$ cat config.mk
export PLATFORM = sky130hd
export DESIGN_NAME = rain_gauge_mc
export DESIGN_NICKNAME = d
export VERILOG_FILES = /design/src/rtl/rain_pkg.sv /design/src/rtl/rain_channel.sv /design/src/rtl/rain_gauge_mc.sv
export SDC_FILE = /design/constraint.sdc
export NUM_CORES = 1
export LEC_CHECK = 0
export CORE_MARGIN = 1
export CORE_UTILIZATION = 55
export CTS_CLUSTER_SIZE = 24
export DETAILED_ROUTE_END_ITERATION = 8
export GPL_TIMING_DRIVEN = 0
export HOLD_SLACK_MARGIN = 0.02
export PLACE_DENSITY = 0.77
export SETUP_SLACK_MARGIN = 0.3
export SLEW_MARGIN = 30
export SYNTH_ARGS = -nofsm -noshare
export SYNTH_HDL_FRONTEND = slang
export SYNTH_SLANG_ARGS = --single-unit
$ cat constraint.sdc
create_clock -name Clock -period 13.3 [get_ports Clock]
set_clock_uncertainty 0.2 [all_clocks]
set_input_delay 1.995 -clock Clock [delete_from_list [all_inputs] [get_ports Clock]]
set_output_delay 1.995 -clock Clock [all_outputs]
set_load 0.05 [all_outputs]
$ cat src/rtl/rain_pkg.sv
// Shared types and constants for the multi-channel rain gauge.
// Also holds the per-iteration BCD digit adjustment used by the converter.
package rain_pkg;

    localparam int unsigned DIGITS                = 5;
    localparam int unsigned BCD_W                 = DIGITS * 4;
    localparam int unsigned DEF_MAX_X100          = 99999;
    localparam int unsigned BIN_W                 = $clog2(DEF_MAX_X100 + 1);
    localparam int unsigned DEF_DEBOUNCE_CYCLES   = 820;
    localparam int unsigned DEF_MM_X100_PER_PULSE = 28;

    typedef logic [3:0] bcd_digit_t;

    typedef enum logic [1:0] {
        IDLE,
        LOAD,
        SHIFT,
        DONE
    } conv_state_t;

    // Double-dabble correction: every digit >= 5 gets +3 before the shift.
    function automatic logic [BCD_W-1:0] dd_adjust(input logic [BCD_W-1:0] v);
        logic [BCD_W-1:0] r;
        r = v;
        for (int i = 0; i < int'(DIGITS); i++) begin
            if (v[i*4 +: 4] >= 4'd5) begin
                r[i*4 +: 4] = v[i*4 +: 4] + 4'd3;
            end
        end
        return r;
    endfunction

endpackage

$ cat src/rtl/rain_channel.sv
// One sensor channel: pin synchroniser, falling-edge detect, debounce
// lock-out and a saturating pulse counter with sticky overflow.
module rain_channel
    import rain_pkg::*;
#(
    parameter int unsigned COUNT_W         = 16,
    parameter int unsigned DEBOUNCE_CYCLES = DEF_DEBOUNCE_CYCLES
) (
    input  logic               Clock,
    input  logic               Reset,
    input  logic               clear,
    input  logic               rain_n,
    output logic [COUNT_W-1:0] count,
    output logic               overflow
);

    localparam int unsigned LOCK_W = (DEBOUNCE_CYCLES > 0) ? $clog2(DEBOUNCE_CYCLES + 1) : 1;
    localparam logic [COUNT_W-1:0] COUNT_MAX = '1;

    logic [1:0]        sync;
    logic              prev;
    logic [LOCK_W-1:0] lock;
    logic              fall;

    assign fall = prev & ~sync[1];

    // Clear beats edge; an edge landing on a clear cycle is discarded.
    always_ff @(posedge Clock or posedge Reset) begin
        if (Reset) begin
            sync     <= 2'b11;
            prev     <= 1'b1;
            lock     <= '0;
            count    <= '0;
            overflow <= 1'b0;
        end else begin
            sync <= {sync[0], rain_n};
            prev <= sync[1];
            if (clear) begin
                lock     <= '0;
                count    <= '0;
                overflow <= 1'b0;
            end else if (fall && (lock == '0)) begin
                lock <= LOCK_W'(DEBOUNCE_CYCLES);
                if (count == COUNT_MAX) begin
                    overflow <= 1'b1;
                end else begin
                    count <= count + 1'b1;
                end
            end else if (lock != '0) begin
                lock <= lock - 1'b1;
            end
        end
    end

endmodule

$ cat src/rtl/rain_gauge_mc.sv
// Multi-channel rain gauge: per-channel pulse counters plus a sequential
// double-dabble converter presenting the selected channel as ddd.dd mm BCD.
module rain_gauge_mc
    import rain_pkg::*;
#(
    parameter int unsigned NUM_CH            = 4,
    parameter int unsigned COUNT_W           = 16,
    parameter int unsigned DEBOUNCE_CYCLES   = DEF_DEBOUNCE_CYCLES,
    parameter int unsigned MM_X100_PER_PULSE = DEF_MM_X100_PER_PULSE,
    parameter int unsigned MAX_X100          = DEF_MAX_X100
) (
    input  logic                             Clock,
    input  logic                             Reset,
    input  logic                             nStart,
    input  logic [NUM_CH-1:0]                nClear,
    input  logic [NUM_CH-1:0]                nRain,
    input  logic [$clog2(NUM_CH)-1:0]        ch_sel,
    output logic [NUM_CH-1:0][COUNT_W-1:0]   pulse_count,
    output logic [NUM_CH-1:0]                overflow,
    output bcd_digit_t [DIGITS-1:0]          rain_bcd,
    output logic                             bcd_valid
);

    localparam int unsigned SEL_W  = $clog2(NUM_CH);
    localparam int unsigned PROD_W = COUNT_W + 5;
    localparam int unsigned ITER_W = $clog2(BIN_W + 1);

    for (genvar i = 0; i < int'(NUM_CH); i++) begin : g_ch
        rain_channel #(
            .COUNT_W         (COUNT_W),
            .DEBOUNCE_CYCLES (DEBOUNCE_CYCLES)
        ) u_ch (
            .Clock    (Clock),
            .Reset    (Reset),
            .clear    (~nStart | ~nClear[i]),
            .rain_n   (nRain[i]),
            .count    (pulse_count[i]),
            .overflow (overflow[i])
        );
    end

    // Out-of-range selects fall back to channel 0.
    logic [SEL_W-1:0] sel_ch;
    if (NUM_CH == (1 << SEL_W)) begin : g_sel_full
        assign sel_ch = ch_sel;
    end else begin : g_sel_clamp
        assign sel_ch = (ch_sel < SEL_W'(NUM_CH)) ? ch_sel : '0;
    end

    conv_state_t       state, state_d;
    logic [COUNT_W-1:0] snap_count, snap_count_d;
    logic [SEL_W-1:0]  snap_ch, snap_ch_d;
    logic [BIN_W-1:0]  bin, bin_d;
    logic [BCD_W-1:0]  bcd, bcd_d;
    logic [ITER_W-1:0] iter, iter_d;
    logic [BCD_W-1:0]  rain_bcd_d;
    logic              bcd_valid_d;

    logic [COUNT_W-1:0] live_count;
    logic               stale;
    logic [PROD_W-1:0]  product;
    logic [BIN_W-1:0]   sat_bin;
    logic [BCD_W-1:0]   bcd_adj;

    assign live_count = pulse_count[sel_ch];
    assign stale      = (live_count != snap_count) || (sel_ch != snap_ch);
    assign product    = PROD_W'(snap_count) * PROD_W'(MM_X100_PER_PULSE);
    assign sat_bin    = (product > PROD_W'(MAX_X100)) ? BIN_W'(MAX_X100) : product[BIN_W-1:0];
    assign bcd_adj    = dd_adjust(bcd);

    always_ff @(posedge Clock or posedge Reset) begin
        if (Reset) begin
            state      <= IDLE;
            snap_count <= '0;
            snap_ch    <= '0;
            bin        <= '0;
            bcd        <= '0;
            iter       <= '0;
            rain_bcd   <= '0;
            bcd_valid  <= 1'b1;
        end else begin
            state      <= state_d;
            snap_count <= snap_count_d;
            snap_ch    <= snap_ch_d;
            bin        <= bin_d;
            bcd        <= bcd_d;
            iter       <= iter_d;
            rain_bcd   <= rain_bcd_d;
            bcd_valid  <= bcd_valid_d;
        end
    end

    // Conversion runs to completion; a stale result is dropped and IDLE retriggers.
    always_comb begin
        state_d      = state;
        snap_count_d = snap_count;
        snap_ch_d    = snap_ch;
        bin_d        = bin;
        bcd_d        = bcd;
        iter_d       = iter;
        rain_bcd_d   = rain_bcd;
        bcd_valid_d  = bcd_valid;
        unique case (state)
            IDLE: begin
                if (stale) begin
                    snap_count_d = live_count;
                    snap_ch_d    = sel_ch;
                    bcd_valid_d  = 1'b0;
                    state_d      = LOAD;
                end
            end
            LOAD: begin
                bin_d   = sat_bin;
                bcd_d   = '0;
                iter_d  = '0;
                state_d = SHIFT;
            end
            SHIFT: begin
                bcd_d  = BCD_W'({bcd_adj, bin[BIN_W-1]});
                bin_d  = bin << 1;
                iter_d = iter + 1'b1;
                if (iter == ITER_W'(BIN_W - 1)) begin
                    state_d = DONE;
                end
            end
            DONE: begin
                rain_bcd_d  = bcd;
                bcd_valid_d = !stale;
                state_d     = IDLE;
            end
            default: state_d = IDLE;
        endcase
    end

endmodule
After elaboration in Yosys (flattened, before gate mapping)
Index checks and enable logic that the tools add are counted.
- bits in registers: 203
- input port bits: 13
- output and inout port bits: 89
- word-level logic and storage cells: 179
- add/sub/neg operators: 14
- multiply operators: 1
- $lt $le $gt $ge: 7
- eq/ne operators: 16
- mux-type cells: 52
- bitwise operators: 17
- reduce and logical (&&, ||, !) cells: 40
- operators by type and width (kind ; count):
    $mux 16 ; 13
    $mux 10 ; 12
    $add 16x1->16 const B ; 4
    $eq 16x16->1 const B ; 4
    $logic_not 10->1 ; 4
    $pmux 20 s2 ; 1
    $reduce_bool 10->1 ; 4
    $sub 10x1->10 const B ; 4
    $pmux 17 s2 ; 1
    $bmux 16 s2 ; 1
    $reduce_and 2->1 ; 11
    $gt 21x17->1 const B ; 1
    $ge 4x3->1 const B ; 5
    $reduce_bool 2->1 ; 10
    $mul 16x3->19 const B ; 1
    $mux 17 ; 1
    $add 4x2->4 const B ; 4
    $mux 4 ; 4
    $ne 16x16->1 ; 1
    $mux 1 ; 13
    $reduce_bool 3->1 ; 4
    $pmux 5 s2 ; 1
    $not 1->1 ; 9
    $ne 2x1->1 const B ; 4
    18 further kinds ; 30

Longest topological paths before layout
Gate-level depths: netlist of the first run.
- depth after elaboration: 6
- gate-level depth with buffers: 11
- mapped depth without buffers: 11

Hierarchy
Synthesis of the first run repeated with hierarchy kept, for this count alone.
- cell total of the unflattened synthesis: 1170
- area, all modules: 12204.2 um2
- modules (own cells, without submodules) (module ; instances ; cells each ; area each (um2)):
    rain_channel ; 4 ; 163 ; 1656.6
    rain_gauge_mc ; 1 ; 518 ; 5577.8

Worst setup path after synthesis of the first run
Ideal clock, no wire load.
- path type: input to register
- start: input port ch_sel[1]
- end: register snap_ch[0]
- library setup time: 0.125 ns
- data arrival time: 4.122 ns
- data required time: 12.975 ns
- path slack: 8.853 ns
- stages: 9
- cells stage by stage: buf_2 buf_2 mux4_2 xnor2_1 nand4_1 nor2_1 a31oi_1 buf_2 mux2_2
- longest elaborated chain between the ends: 5
- RTL lines (element ; RTL line ; text):
    start: declaration ; rain_gauge_mc.sv:17 ; input logic [$clog2(NUM_CH)-1:0] ch_sel,
    $bmux 16 s2 ; rain_gauge_mc.sv:65 ; assign live_count = pulse_count[sel_ch];
    $mux 16 (not written as such) ; rain_gauge_mc.sv:65 ;
    $ne 16x16->1 ; rain_gauge_mc.sv:66 ; assign stale = (live_count != snap_count) || (sel_ch != snap_ch);
    $logic_or 1x1->1 (*) ; rain_gauge_mc.sv:66 ;
    $reduce_and 2->1 (no line) (*) ; -- ;
    end signal: assignment ; rain_gauge_mc.sv:84 ; snap_ch <= snap_ch_d;
    end: declaration ; rain_gauge_mc.sv:52 ; logic [SEL_W-1:0] snap_ch, snap_ch_d;
Every way passes the cells marked *; elsewhere a longest branch is shown, timed or not. The select of a mux whose other input is x is not followed.
A chain may end at the register's enable or synchronous reset.

Final worst setup path of the first run
- start: input port ch_sel[0]
- end: register state[1]
- longest elaborated chain between the ends: 6
- RTL lines (element ; RTL line ; text):
    $bmux 16 s2 ; rain_gauge_mc.sv:65 ;
    $mux 16 (not written as such) ; rain_gauge_mc.sv:65 ;
    $ne 16x16->1 ; rain_gauge_mc.sv:66 ;
    $logic_or 1x1->1 (*) ; rain_gauge_mc.sv:66 ;
    $ne 2x2->1 (no line) (*) ; -- ;
    $reduce_and 2->1 (no line) (*) ; -- ;
    end signal: assignment ; rain_gauge_mc.sv:82 ; state <= state_d;
    end: declaration ; rain_gauge_mc.sv:50 ; conv_state_t state, state_d;
Marks and branches as above.

==> results_dict.tcl, run 1 <==
set metrics [dict create \
    outcome "finished, final reports clean" \
    dpl.cell_count 1492 \
    rsz0062_at_grt "no" \
    r2r_setup_slack_ps 9080 \
    worst_ep_arrival_time_ps 4800 \
    cap_violations 0 \
    fin_crit_sh 0.345 \
    drc 0 \
    wirelength_microns 27700 \
    antenna_found_initial 0 \
    cp_max_fo 10 \
    ir_drop_mv 0.207 \
    final_nets 1319 \
    dieArea_sq_um 21200 \
    fmax_mhz 218 \
    holdPathEnd "g_ch[3].u_ch.sync[1]" \
    reg2reg_to "bin[8]" \
    hpwl_microns 19600 \
    crit_path_start_kind "primary input" \
    via_per_inst 5.89 \
    cts_resized 0 \
    cts_made_buffers 24 \
    routed_wire_length_per_instance_microns 18.1 \
    final_cells 1535 \
    cts.sinks 203 \
    synth.area.top_cells "dfrtp_1 (42%), nor2_1 (4.9%), ha_1 (4.6%)" \
    max_slew_margin 0.515 \
    synth_edf_count 0 \
    track_usage 0.268 \
    dieWidth_microns 146 \
    crit_type "in -> reg" \
    maxSlewViolCount 0 \
    worst-r2r-cell-count 11 \
    final-hold-violation-count 0 \
    avgSynthCellArea_sq_um 10.1 \
    min_path_cells 0 \
    ys_types 76 \
    power_density_nw_per_um2 175 \
    crit_start "ch_sel[0]" \
    clkTransAtPathRegs_ps 60 \
    layout-drive-gt1-share 0.104 \
    grt_max_degree 88 \
    hold_path.class "reg -> reg" \
    cts_tree "done" \
    synthFlopType "dfrtp_1" \
    syn-num-nets 1192 \
    clock_latency_ps 540 \
    grt_pass1_wl_microns 46100 \
    cts_setup_buffers 0 \
    io_pins 102 \
    dr.pass1.iters 5 \
    clock_path_buffers 3 \
    rows 52 \
    core_area_sq_um 20200 \
    drtAntennaViolNets 0 \
    postCtsHoldBufs 0 \
    worstPathRequired_ps 13510 \
    globalRoute.totalOverflow 0 \
    synth-async-reset-ratio 1.00 \
    syn-cell-area_sq_um 11400 \
    end_kind "flop" \
    finalWeightedCongestion 0.919 \
    setup_violations 0 \
    vias 9038 \
    drtIter0Drc 497 \
    r2r_start "snap_count[1]" \
    synth_top_area_frac 0.419 \
    fin_setup_tns_ps 0 \
    hold_start "g_ch[3].u_ch.sync[0]" \
    worstMarginPinSlew_ps 726 \
    ys_seq_area_frac 0.449 \
    p_leak_uw 0.00590 \
    yosys_warnings 0 \
    cts_max_level 1 \
    initial_core_util 0.561 \
    fin_crit_ps 4590 \
    synthCells 1121 \
    area_growth_pct 19.3 \
    cts_root_buf "clkbuf_16" \
    yosysTopAreaCell "dfrtp_1" \
    grt_pass1_vias 9043 \
    synth-seq-cells 203 \
    die_h_microns 146 \
    portBuffers 99 \
    n_antenna_cell 0 \
]
==> per-stage QoR <==
step | setup WS (ps) | area [sq um] | hold slack, ps | total power (uW) | util
after floorplan | 5590 | 11400 | 145 | 1500 | -
after global placement | 2850 | 12700 | 146 | 1680 | 0.627
after detailed placement | 8200 | 12800 | 149 | 1720 | 0.630
after CTS | 8770 | 13500 | 157 | 2380 | 0.669
after global routing | 8590 | 13500 | 157 | 2530 | 0.669
final | 8710 | 13500 | 156 | 2370 | 0.669
==> where the power goes <==
| part | internal, uW | switching, uW | leakage [uW] | total (uW) |
|---|---|---|---|---|
| Clock | 394 | 259 | 0.000386 | 653 |
| Sequential | 713 | 78.9 | 0.00274 | 792 |
| Combinational | 354 | 573 | 0.00277 | 927 |
| Total | 1460 | 911 | 0.00590 | 2370 |
==> cells in the mapped netlist, types with 5 or more instances <==
library cell	instances
a211oi_1	5
a21oi_1	66
a31oi_1	10
a32o_1	5
and4_1	6
buf_2	6
clkbuf_1	27
dfrtp_1	190
dfstp_2	13
fa_1	16
ha_1	42
inv_1	53
mux2_2	38
mux2i_1	9
mux4_2	16
nand2_1	72
nand2b_1	11
nand3_1	28
nand4_1	18
nor2_1	147
nor2b_1	9
nor3_1	32
nor3b_1	9
nor4_1	5
o21ai_0	41
o22ai_1	22
o31ai_1	10
or2_2	6
or3_1	24
or4_1	6
xnor2_1	48
xor2_1	49
==> cell families (layout without fill, tap and decap cells) <==
kind of cell	count (synthesis)	after routing	share of synthesized area
buffers and inverters	96	240	0.0344
AND/OR/NAND/NOR	395	395	0.170
AO/OA/AOI/OAI	208	208	0.120
adder cells (fa/ha/maj)	58	58	0.0745
XOR/XNOR	97	97	0.0748
flip-flops	203	203	0.449
multiplexers	64	64	0.0783
==> critical path, stage by stage <==
cell,delay (ps)
clkbuf_1,420
clkbuf_1,540
mux4_2,440
xnor2_1,280
nand4_1,120
nor2_1,180
nand3_1,160
nor2_1,280
nor2_1,100
mux2_2,280
==> registers in the layout (all words and copies together) (netlist names) <==
register / flops
g_ch.u_ch.count: 64
g_ch.u_ch.lock: 40
bcd: 20
rain_bcd: 20
bin: 17
snap_count: 16
g_ch.u_ch.sync: 8
iter: 5
g_ch.u_ch.overflow: 4
g_ch.u_ch.prev: 4
snap_ch: 2
state: 2
bcd_valid: 1
==> per-layer routing <==
layer	track usage	wire length, microns	vias up
met3	0.0455	1520	63
met2	0.432	13100	263
met5	0	0	-
met1	0.360	12000	4472
li1	-	-	4240
met4	0.112	1020	0
==> worst max-delay path by stage <==
stage / endpoint / slack, ps
2_1_floorplan: bcd[0] / 5590
3_3_place_gp: g_ch[3].u_ch.count[1] / 2850
3_5_place_dp: snap_count[5] / 8200
4_1_cts: snap_count[5] / 8770
5_1_grt: state[1] / 8590
6_report: state[1] / 8710
==> cell type report <==
cell class	instances	area, sq um
multi-input combinational	822	5870
clock buffer	40	731
fill	1565	6690
clock inverter	3	65.1
tap	270	338
inverter	54	210
buffer	42	188
timing repair buffer	101	1050
sequential	203	5100
==> layout by cell type (no fill, tap or decap), types with 6 or more instances in the layout <==
cell type        count
nor2_1             147
or2_2                6
o21ai_0             41
nor3b_1              9
dfstp_2             13
mux2_2              38
o22ai_1             22
clkbuf_16           24
inv_1               52
clkbuf_8             7
ha_1                42
clkbuf_1            36
nor3_1              32
fa_1                16
nand2_1             72
nor2b_1              9
or4_1                6
xor2_1              49
a21oi_1             66
o31ai_1             10
buf_2                6
or3_1               24
a31oi_1             10
nand4_1             18
mux4_2              16
dfrtp_1            190
xnor2_1             48
nand2b_1            11
and4_1               6
mux2i_1              9
nand3_1             28
clkdlybuf4s50_1     99
Note: power is estimated with default switching activity, not from simulation.
==> run 2, diff against run 1 <==
==> constraint.sdc (replaced) <==
create_clock -name Clock -period 4.56 [get_ports Clock]
set_clock_uncertainty 0.2 [all_clocks]
set_input_delay 0.684 -clock Clock [delete_from_list [all_inputs] [get_ports Clock]]
set_output_delay 0.684 -clock Clock [all_outputs]
set_load 0.05 [all_outputs]
==> run 2 against run 1 <==
  * Critical endpoint is now bin[8]
  * Total power rose to 2.9 times the previous value
  * Utilization rose by 0.74 points
  * Worst setup slack got worse by 8300 ps
  * Sequential power rose to 2.9 times the previous value
  * Largest cell class unchanged
  * First-iteration DRC count rose by 12%
  * Sequential share of layout area fell by 0.39 points
  * Register-to-register slack lost 8600 ps
  * Final cell count rose by 0.59%
==> results_dict.tcl, run 2 (same netlist as run 1, synthesis figures left out) <==
set metrics [dict create \
    power_frac_clock 0.276 \
    cts.sinks 203 \
    dieArea_sq_um 21200 \
    cp_max_fo 5 \
    p_leak_uw 0.00598 \
    wirelength_microns 27800 \
    cts_root_buf "clkbuf_16" \
    via_per_inst 5.91 \
    crit_start "snap_count[1]" \
    hpwl_microns 20000 \
    crit_path_start_kind "flop" \
    fin_crit_ps 4130 \
    rsz0062_at_grt "no" \
    postCtsHoldBufs 0 \
    globalRoute.totalOverflow 0 \
    dieWidth_microns 146 \
    dpl.cell_count 1498 \
    worst-r2r-cell-count 12 \
    cap_violations 0 \
    grt_max_degree 31 \
    area_growth_pct 20.6 \
    layout_common_cells "dfrtp_1 (188), nor2_1 (147), clkdlybuf4s50_1 (99)" \
    crit_top_cell "fa_1" \
    maxSlewViolCount 0 \
    vias 9125 \
    initial_core_util 0.561 \
    drtAntennaViolNets 0 \
    cts_tree "done" \
    rows 52 \
    track_usage 0.266 \
    die_h_microns 146 \
    grt_pass1_wl_microns 45800 \
    clkTransAtPathRegs_ps 60 \
    crit_cells 12 \
    dr.pass1.iters 5 \
    finalWeightedCongestion 0.852 \
    worstMarginPinSlew_ps 757 \
    final_common_cell "dfrtp_1" \
    ir_drop_mv 0.553 \
    max_slew_margin 0.495 \
    drc 0 \
    worst-path-buf-inv 1 \
    outcome "finished, final reports clean" \
    r2r_start "snap_count[1]" \
    end_kind "flop" \
    cts_made_buffers 23 \
    final-hold-violation-count 0 \
    cts_max_level 1 \
    cp_slowest_cell "or4b_1" \
    setup_violations 0 \
    path_cells "fa_1 -> ha_1 -> fa_1 -> a21o_1 -> a221oi_4 -> buf_4 -> o21ai_0 -> and4b_1 -> a311o_1 -> o41a_1 -> or4b_1 -> a31oi_1" \
    reg2reg_to "bin[8]" \
    setup_ws_ps 431 \
    pre_cts_ws_ps 376 \
    endpoint "bin[8]" \
    final_cells 1544 \
    largestRegisters "g_ch.u_ch.count x64, g_ch.u_ch.lock x40" \
    crit_type "reg -> reg" \
    fin_crit_sh 0.906 \
    io_pins 102 \
    regMostFlops "g_ch.u_ch.count" \
    n_antenna_cell 0 \
    routed_wire_length_per_instance_microns 18.0 \
    finalPower_uw 6970 \
    power_density_nw_per_um2 509 \
    fillers 1540 \
    portBuffers 99 \
    core_area_sq_um 20200 \
    largest_register_ffs 64 \
    intPower_uw 4300 \
    grt_pass1_vias 9136 \
    slowest_delay_ps 510 \
    r2r_setup_slack_ps 430 \
    comb_power_share 0.392 \
    hold_path.class "reg -> reg" \
    antenna_found_initial 0 \
    hold_ws_ps 155 \
    worstPathRequired_ps 4790 \
    drtIter0Drc 556 \
    fmax_mhz 242 \
    seqPwrFrac 0.332 \
    cp_top_family "compound AO/OA/AOI/OAI gates" \
    p_sw_uw 2670 \
    p_sw_frac 0.383 \
    worst_ep_arrival_time_ps 4360 \
    clock_latency_ps 520 \
    final_nets 1328 \
    clock_path_buffers 3 \
    layout-drive-gt1-share 0.115 \
]
## run 2: changes by cell type in the layout (fill, tap and decap cells not counted), moves of 2 or more
| cell | previous run | this run |
|---|---|---|
| clkinv_2 | 1 | 3 |
| dfrtp_1 | 190 | 188 |
| buf_4 | 4 | 8 |
| dfrtp_2 | 0 | 2 |
| buf_12 | 0 | 5 |
| clkbuf_1 | 36 | 32 |
## run 2: layer usage
layer,track usage,wire length (microns),vias up
met5,0,0,-
met4,0.111,1080,0
met3,0.0433,1440,72
met2,0.436,13200,252
met1,0.352,12000,4538
li1,-,-,4263
## run 2: power by group through the flow
stage                     clock network, uW  logic (uW)  registers, uW
after floorplan                           0        2020           2350
after detailed placement                  0        2680           2330
final                                  1920        2730           2320
after global routing                   2010        3070           2350
after global placement                    0        2580           2320
after CTS                              1940        2720           2310
## run 2: layout make-up
| type | count | area [sq um] | area share |
|---|---|---|---|
| Clock inverter | 6 | 83.8 | 0.00612 |
| Clock buffer | 36 | 704 | 0.0514 |
| Inverter | 54 | 206 | 0.0151 |
| Sequential cell | 203 | 5100 | 0.372 |
| Tap cell | 270 | 338 | 0.0247 |
| Timing Repair Buffer | 111 | 1200 | 0.0879 |
| Buffer | 42 | 188 | 0.0137 |
| Multi-Input combinational cell | 822 | 5870 | 0.429 |
## run 2: how the worst min path moves through the flow
stage | startpoint | end | depth (start not counted)
CTS | g_ch[2].u_ch.sync[0] | g_ch[2].u_ch.sync[1] | 0
finish | g_ch[3].u_ch.sync[0] | g_ch[3].u_ch.sync[1] | 0
floorplan | g_ch[0].u_ch.sync[0] | g_ch[0].u_ch.sync[1] | 0
global route | g_ch[2].u_ch.sync[0] | g_ch[2].u_ch.sync[1] | 0
detailed placement | g_ch[2].u_ch.sync[0] | g_ch[2].u_ch.sync[1] | 0
global placement | g_ch[0].u_ch.sync[0] | g_ch[0].u_ch.sync[1] | 0
## run 2: metrics by stage
| stage | setup TNS [ps] | instance area, sq um | util |
|---|---|---|---|
| floorplan | 0 | 11400 | - |
| global placement | -102610 | 12700 | 0.627 |
| detailed placement | 0 | 12900 | 0.636 |
| CTS | 0 | 13700 | 0.675 |
| global route | 0 | 13700 | 0.677 |
| finish | 0 | 13700 | 0.677 |
## run 2: repair_timing
action                     CTS  global route
buffers inserted             0             4
setup endpoints to repair    0            13
hold endpoints to repair     0             0
resized for setup            0             2
==> run 3, diff against run 2 <==
--- a/config.mk
+++ b/config.mk
@@ -7,13 +7,15 @@
 export LEC_CHECK = 0
 export CORE_MARGIN = 1
 export CORE_UTILIZATION = 55
+export CTS_BUF_LIST = sky130_fd_sc_hd__clkbuf_8 sky130_fd_sc_hd__clkbuf_16
 export CTS_CLUSTER_SIZE = 24
 export DETAILED_ROUTE_END_ITERATION = 8
 export GPL_TIMING_DRIVEN = 0
 export HOLD_SLACK_MARGIN = 0.02
-export PLACE_DENSITY = 0.77
+export PLACE_DENSITY = 0.76
 export SETUP_SLACK_MARGIN = 0.3
 export SLEW_MARGIN = 30
 export SYNTH_ARGS = -nofsm -noshare
 export SYNTH_HDL_FRONTEND = slang
+export SYNTH_HIERARCHICAL = 1
 export SYNTH_SLANG_ARGS = --single-unit
==> run 3 against run 2 <==
  * Sequential share of layout area fell by 1.8 points
  * Worst setup slack got worse by 66 ps
  * Final cell count rose by 3.4%
  * Global-route usage rose by 0.20 points
  * Area after synthesis rose by 7.4%
  * Non-clock buffer count rose by 15
  * Hold slack got worse by 5.4 ps
  * Critical path type unchanged
  * Critical endpoint is now bin[12]
  * Largest cell class unchanged
  * Highest routed layer unchanged
==> results_dict.tcl, run 3 <==
set metrics [dict create \
    placed_area_sq_um 13600 \
    area_growth_pct 18.1 \
    routed_wire_length_per_instance_microns 18.8 \
    layout_common_cells "dfrtp_1 (187), clkdlybuf4s50_1 (99), a21oi_1 (82)" \
    synth-seq-cells 203 \
    reg2reg_to "bin[12]" \
    dr.pass1.iters 5 \
    grt_pass1_vias 9623 \
    crit_start "snap_count[1]" \
    fillers 1666 \
    layout-drive-gt1-share 0.129 \
    cap_violations 0 \
    finalPower_uw 7250 \
    clock_path_buffers 3 \
    n_antenna_cell 0 \
    dieWidth_microns 151 \
    cts_made_buffers 23 \
    final-hold-violation-count 0 \
    crit_type "reg -> reg" \
    syn-cell-area_sq_um 12200 \
    yosysTopAreaCell "dfrtp_1" \
    endpoint "bin[12]" \
    drtIter0Drc 654 \
    largestRegisters "g_ch.u_ch/count x64, g_ch.u_ch/lock x40" \
    dieArea_sq_um 22800 \
    final_common_cell "dfrtp_1" \
    synth-async-reset-ratio 1.00 \
    fin_crit_sh 0.920 \
    final_cells 1596 \
    end_kind "flop" \
    dpl.cell_count 1550 \
    cts_root_buf "clkbuf_16" \
    hpwl_microns 21000 \
    cp_slowest_cell "or4b_1" \
    wirelength_microns 30100 \
    r2r_setup_slack_ps 370 \
    worst_ep_arrival_time_ps 4420 \
    rsz0062_at_grt "yes" \
    syn-num-nets 1245 \
    vias 10100 \
    largest_register_ffs 64 \
    power_density_nw_per_um2 503 \
    synthCells 1170 \
    postCtsHoldBufs 0 \
    r2r_start "snap_count[1]" \
    outcome "finished, final reports clean" \
    final_nets 1375 \
    worstMarginPinSlew_ps 742 \
    die_h_microns 151 \
    yosys_warnings 6 \
    p_leak_uw 0.00613 \
    yosysMostFrequentCell "dfrtp_1" \
    cts_tree "done" \
    avgSynthCellArea_sq_um 10.4 \
    cts.sinks 203 \
    regMostFlops "g_ch.u_ch/count" \
    portBuffers 99 \
    drtAntennaViolNets 0 \
    rows 54 \
    globalRoute.totalOverflow 0 \
    initial_core_util 0.559 \
    setup_ws_ps 365 \
    cts_max_level 1 \
    hold_start "g_ch[0].u_ch/sync[0]" \
    crit_path_start_kind "flop" \
    cp_max_fo 5 \
    worstPathRequired_ps 4780 \
    worst-r2r-cell-count 11 \
    slowest_delay_ps 520 \
    synthFlopType "dfrtp_1" \
    core_area_sq_um 21800 \
    io_pins 102 \
    ys_types 72 \
    grt_pass1_wl_microns 49000 \
    grt_max_degree 70 \
    synth_top_area_frac 0.390 \
    pre_cts_ws_ps 291 \
    fmax_mhz 238 \
    fin_crit_ps 4190 \
    max_slew_margin 0.504 \
    track_usage 0.268 \
    antenna_found_initial 0 \
    clock_latency_ps 510 \
    ys_top_cells_by_count "dfrtp_1 (190), a21oi_1 (82), nand2_1 (70)" \
    clkTransAtPathRegs_ps 60 \
    maxSlewViolCount 0 \
    ys_seq_area_frac 0.418 \
    setup_violations 0 \
    ir_drop_mv 0.492 \
    path_cells "fa_1 -> ha_2 -> fa_2 -> a21o_1 -> a221o_1 -> a311o_1 -> a2111oi_4 -> o2111a_2 -> nand2_2 -> or4b_1 -> a31oi_1" \
    drc 0 \
    finalWeightedCongestion 0.870 \
    via_per_inst 6.30 \
    synth.area.top_cells "dfrtp_1 (39%), mux2_2 (5.3%), ha_1 (4.7%)" \
    hold_path.class "reg -> reg" \
    synth_edf_count 0 \
    fin_area_sq_um 14400 \
]
## run 3: cell count changes after synthesis, sizes merged, moves of 14 or more
cell    previous run  this run
nor2b              9        24
nor3              32        17
xnor2             48        21
nor4               6        27
or4                6        48
nand3             29        43
xor2              49        17
nor2             148        47
mux2              39        58
clkbuf            27        46
a21oi             67        82
o31ai             10        49
or3               24         4
a211oi             5        28
## run 3: timing repair
item,in CTS,in global routing
pin swaps,1,3
gates resized for setup,3,3
hold endpoints to repair,0,0
endpoints found under the setup margin,2,12
setup buffers,0,5
## run 3: kinds of logic after synthesis
family	share of synthesized area
AOI/OAI and AO/OA	0.170
xor gates and xnor gates	0.0273
adders and majority gates	0.0734
buffers and inverters	0.0380
DFF	0.418
muxes	0.0863
and+or+nand+nor	0.188
## run 3: critical path: cells and delay by family, from the launching register on
kind / cells / cell delay [ps]
fa+ha+maj: 3 / 1050
compound gates: 6 / 1810
simple gates: 2 / 600
flops: 1 / 450
## run 3: final cells by class
cell class                      instances  area [sq um]  area share
Buffer                                 63           280      0.0194
Clock buffer                           33           713      0.0495
Clock inverter                          8          61.3     0.00425
Inverter                               49           189      0.0131
Multi-Input combinational cell        855          6660       0.462
Sequential cell                       203          5100       0.354
Tap cell                              280           350      0.0243
Timing Repair Buffer                  105          1060      0.0733
## run 3: power breakdown
group          total [uW]  switching [uW]  internal, uW
clock network        1870             734          1130
registers            2450             354          2100
logic                2940            1750          1180
## run 3: worst min path at each step
stage	endpoint	slack, ps	depth (start not counted)
2_1_floorplan	g_ch[0].u_ch/sync[1]	150	0
3_3_place_gp	g_ch[1].u_ch/sync[1]	150	0
3_5_place_dp	g_ch[1].u_ch/sync[1]	150	0
4_1_cts	g_ch[0].u_ch/sync[1]	150	0
5_1_grt	g_ch[0].u_ch/sync[1]	150	0
6_report	g_ch[0].u_ch/sync[1]	150	0
## run 3: metrics by stage
step	setup TNS [ps]	util	hold slack, ps
after global routing	0	0.660	155
after global placement	-9740	0.621	146
final	0	0.660	149
after detailed placement	0	0.622	147
after CTS	0	0.658	151
after floorplan	0	-	145
## run 3: per-layer routing
metal | track usage | wire, microns | vias up
li1 | - | - | 4718
met1 | 0.358 | 13000 | 4957
met2 | 0.441 | 14500 | 317
met3 | 0.0482 | 1750 | 65
met4 | 0.0835 | 787 | 0
met5 | 0 | 0 | -
